<file path="config.mk">
export PLATFORM = sky130hd
export DESIGN_NAME = sync_debounce
export DESIGN_NICKNAME = d
export VERILOG_FILES = /design/src/rtl/sync_debounce.sv
export SDC_FILE = /design/constraint.sdc
export NUM_CORES = 1
export LEC_CHECK = 0
export BUFFER_PORTS_ARGS = -buffer_cell sky130_fd_sc_hd__buf_2
export CAP_MARGIN = 5
export CORE_AREA = 3 3 40 42
export DETAILED_ROUTE_END_ITERATION = 8
export DIE_AREA = 0 0 43 45
export SKIP_LAST_GASP = 1
export SYNTH_ARGS = -nofsm -noshare
export SYNTH_HDL_FRONTEND = slang
export SYNTH_SLANG_ARGS = --single-unit
export TNS_END_PERCENT = 50
</file>
<file path="constraint.sdc">
create_clock -name clk -period 2 [get_ports clk]
set_clock_uncertainty 0.05 [all_clocks]
set_input_delay 0.5 -clock clk [delete_from_list [all_inputs] [get_ports clk]]
set_output_delay 0.5 -clock clk [all_outputs]
set_load 0.01 [all_outputs]
</file>
<file path="src/rtl/sync_debounce.sv">
// sync_debounce: multi-flop synchronizer followed by a stability-counter debouncer
// producing a registered level plus single-cycle rise/fall pulses.
module sync_debounce #(
  parameter int SYNC_STAGES     = 2,
  parameter int DEBOUNCE_CYCLES = 4
) (
  input  logic clk,
  input  logic rst,
  input  logic d_in,
  input  logic en,
  output logic q,
  output logic rise,
  output logic fall,
  output logic busy
);
  localparam int CW = $clog2(DEBOUNCE_CYCLES + 1);
  localparam logic [CW-1:0] LAST = CW'(DEBOUNCE_CYCLES - 1);
  logic [SYNC_STAGES-1:0] sync;
  logic [CW-1:0] cnt;
  logic s;
  assign s = sync[SYNC_STAGES-1];
  assign busy = cnt != '0;
  always_ff @(posedge clk or posedge rst)
    if (rst) sync <= '0;
    else sync <= {sync[SYNC_STAGES-2:0], d_in};
  // any agreement between s and q discards the partial count, so glitches never reach q
  always_ff @(posedge clk or posedge rst)
    if (rst) begin
      cnt  <= '0;
      q    <= 1'b0;
      rise <= 1'b0;
      fall <= 1'b0;
    end else begin
      rise <= 1'b0;
      fall <= 1'b0;
      if (en) begin
        if (s == q) cnt <= '0;
        else if (cnt == LAST) begin
          q    <= ~q;
          cnt  <= '0;
          rise <= ~q;
          fall <= q;
        end else cnt <= cnt + 1'b1;
      end
    end
endmodule

</file>
==> run_results.csv <==
group,metric,value,unit
final_layout,num-nets-final,46,
setup_path,criticalPathCategory,"flip-flop to primary output",
routing,ant_nets,0,
cts,clk_pin_slew,50,ps
power,power_leakage,0.215,nW
cts,cts_sinks,8,
floorplan,start_util,0.269,
worst_hold_path,hold_class,"input port to async pin",
sta,fin_crit,1570,ps
cts,cts-root-buf,"clkbuf_4",
sta,max_freq,635,MHz
sta,relSlewSlack,0.804,
grt,antenna_found_initial,0,
routing,postRouteWirelength,505,um
sta,tns,0,ps
cts,ctsHtreeMaxLevel,1,
place,port_buffers,7,
routing,drt_iter0_drc,3,
cts,hold_buffers,0,
final_layout,syn_to_final_growth,22.1,%
setup_path,startpoint,"cnt[0]",
synthesis,ys_seq_area_frac,0.580,
routing,vias,218,
cts,numCtsBuffers,3,
grt,grt.overflow.total,0,
synthesis,syn_nets,34,
synthesis,yosys_warnings,0,
setup_path,worstPathMaxFanout,4,
setup_path,cp.required,1450,ps
sta,hold_viol,0,
floorplan,core_area,1280,sq um
synthesis,yosys.area.top_type,"dfrtp_1",
synthesis,yosysUniqueCellTypes,13,
synthesis,synth-seq-cells,8,
final_layout,drive_gt1_frac,0.316,
synthesis,synth.cells.most_frequent,"dfrtp_1, inv_1",
routing,drc,0,
grt,grt_max_degree,9,
place,gp_congestion,0.652,
final_layout,num_antenna_cells,0,
floorplan,die_w,43,um
cts,cts-resized-gates,0,
synthesis,synth_edf_count,0,
final_layout,nFillCells,130,
setup_path,endpoint_kind,"primary output",
synthesis,synth_top_area_share,0.580,
synthesis,yosysMostFrequentCell,"dfrtp_1",
routing,viasPerCell,4.11,
synthesis,synth_area_leaders,"dfrtp_1, ha_1, inv_1",
run,maxCapViolations,0,
cts,cts_tree,"done",
sta,rsz0062_at_grt,"no",
synthesis,ys.flop_type,"dfrtp_1",
setup_path,critical_path_arrival,1020,ps
routing,wire_per_inst,9.53,um
synthesis,synth-async-reset-ratio,1.00,
cts,insertion_delay,250,ps
grt,grt_usage,0.0700,
routing,first_pass_iters,4,
sta,drv_slew,0,
grt,grt_pass1_wl,897,um
setup_path,reg2reg_from,"cnt[0]",
sta,whs,125,ps
synthesis,avgSynthCellArea,12.3,sq um
final_layout,multi_input_area,130,sq um
status,status,"finished, final reports clean",
grt,grt_pass1_vias,204,
sta,worstMarginPinSlew,291,ps
floorplan,design.portCount,8,
synthesis,synth_area,345,sq um
place,dp_hpwl,409,um
power,ir_worst_vdd,0.435,mV
floorplan,die_h,45,um
synthesis,synth_cells,28,
cts,clockBufferDepth,2,
setup_path,startpoint_type,"flip-flop",
floorplan,dieArea,1940,sq um
power,powerDensity,1290,nW/um^2
final_layout,seq_area,200,sq um
sta,setup_viol,0,
sta,period_share,0.787,
floorplan,rows,13,
cts,cts_setup_buffers,0,
==> cell families (layout without fill, tap and decap cells) <==
kind of cell    count (synthesis)  in the layout  share of synthesized area
simple gates                    9              9                      0.178
buf+inv                         4             14                     0.0435
flops                           8              8                      0.580
xor+xnor                        1              1                     0.0254
mux                             1              1                     0.0435
compound gates                  3              3                     0.0580
fa+ha+maj                       2              2                     0.0725
==> worst max-delay path: stages, from the launching register on <==
cell and delay, ps:
dfrtp_1 370, inv_1 50, ha_1 180, nand2_1 50
buf_2 120
==> per-layer routing <==
layer  vias to the layer above  track usage  share of wire
met2                         4        0.105           0.50
li1                        113            -              -
met1                        99       0.0675           0.43
met5                         -            0              0
met3                         2       0.0478          0.040
met4                         0       0.0542          0.028
==> flip-flops by register name, indices dropped and copies added (netlist names) <==
name	cells
cnt	3
fall	1
q	1
rise	1
sync	2
==> worst paths after layout <==
| path | to | slack (ps) | cells after the start |
|---|---|---|---|
| max | busy | 430 | 4 |
| min | fall | 130 | 2 |
| max reg2reg | q | 780 | 3 |
| min reg2reg | sync[1] | 290 | 0 |
| max in group asynchronous | cnt[1] | 1540 | 2 |
| min in group clk | sync[1] | 290 | 0 |
==> cell type report <==
class                   count  share of cell area
flip-flops and latches      8               0.475
multi-input cells          16               0.309
repair buffers              7              0.0831
clock buffers               3              0.0534
well taps                  15              0.0445
inverters                   4              0.0356
==> where the power goes <==
group          total, mW  leakage, nW  internal [mW]  switching, mW
registers          0.239        0.104          0.204         0.0354
clock network      0.119       0.0138         0.0684         0.0505
logic              0.186       0.0981         0.0990         0.0873
==> stage by stage <==
step                area (sq um)   util  instances  total power, mW  setup slack, ps
finish                       422  0.328         53            0.544              426
global route                 422  0.328         53            0.589              348
CTS                          422  0.328         53            0.555              410
detailed placement           399  0.311         50            0.432              683
global placement             399  0.311         50            0.428              692
floorplan                    345      -         28            0.373              775
==> cell usage in the layout, fill, tap and decap left out <==
master    n
dfrtp_1   8
buf_2     7
inv_1     4
clkbuf_4  3
o22ai_1   2
nand2_1   2
nor3b_1   2
nand2b_1  2
ha_1      2
xnor2_1   1
or2b_1    1
nand3b_2  1
mux2_4    1
and2b_1   1
o31ai_1   1
Power figures use the tool's default switching activity.
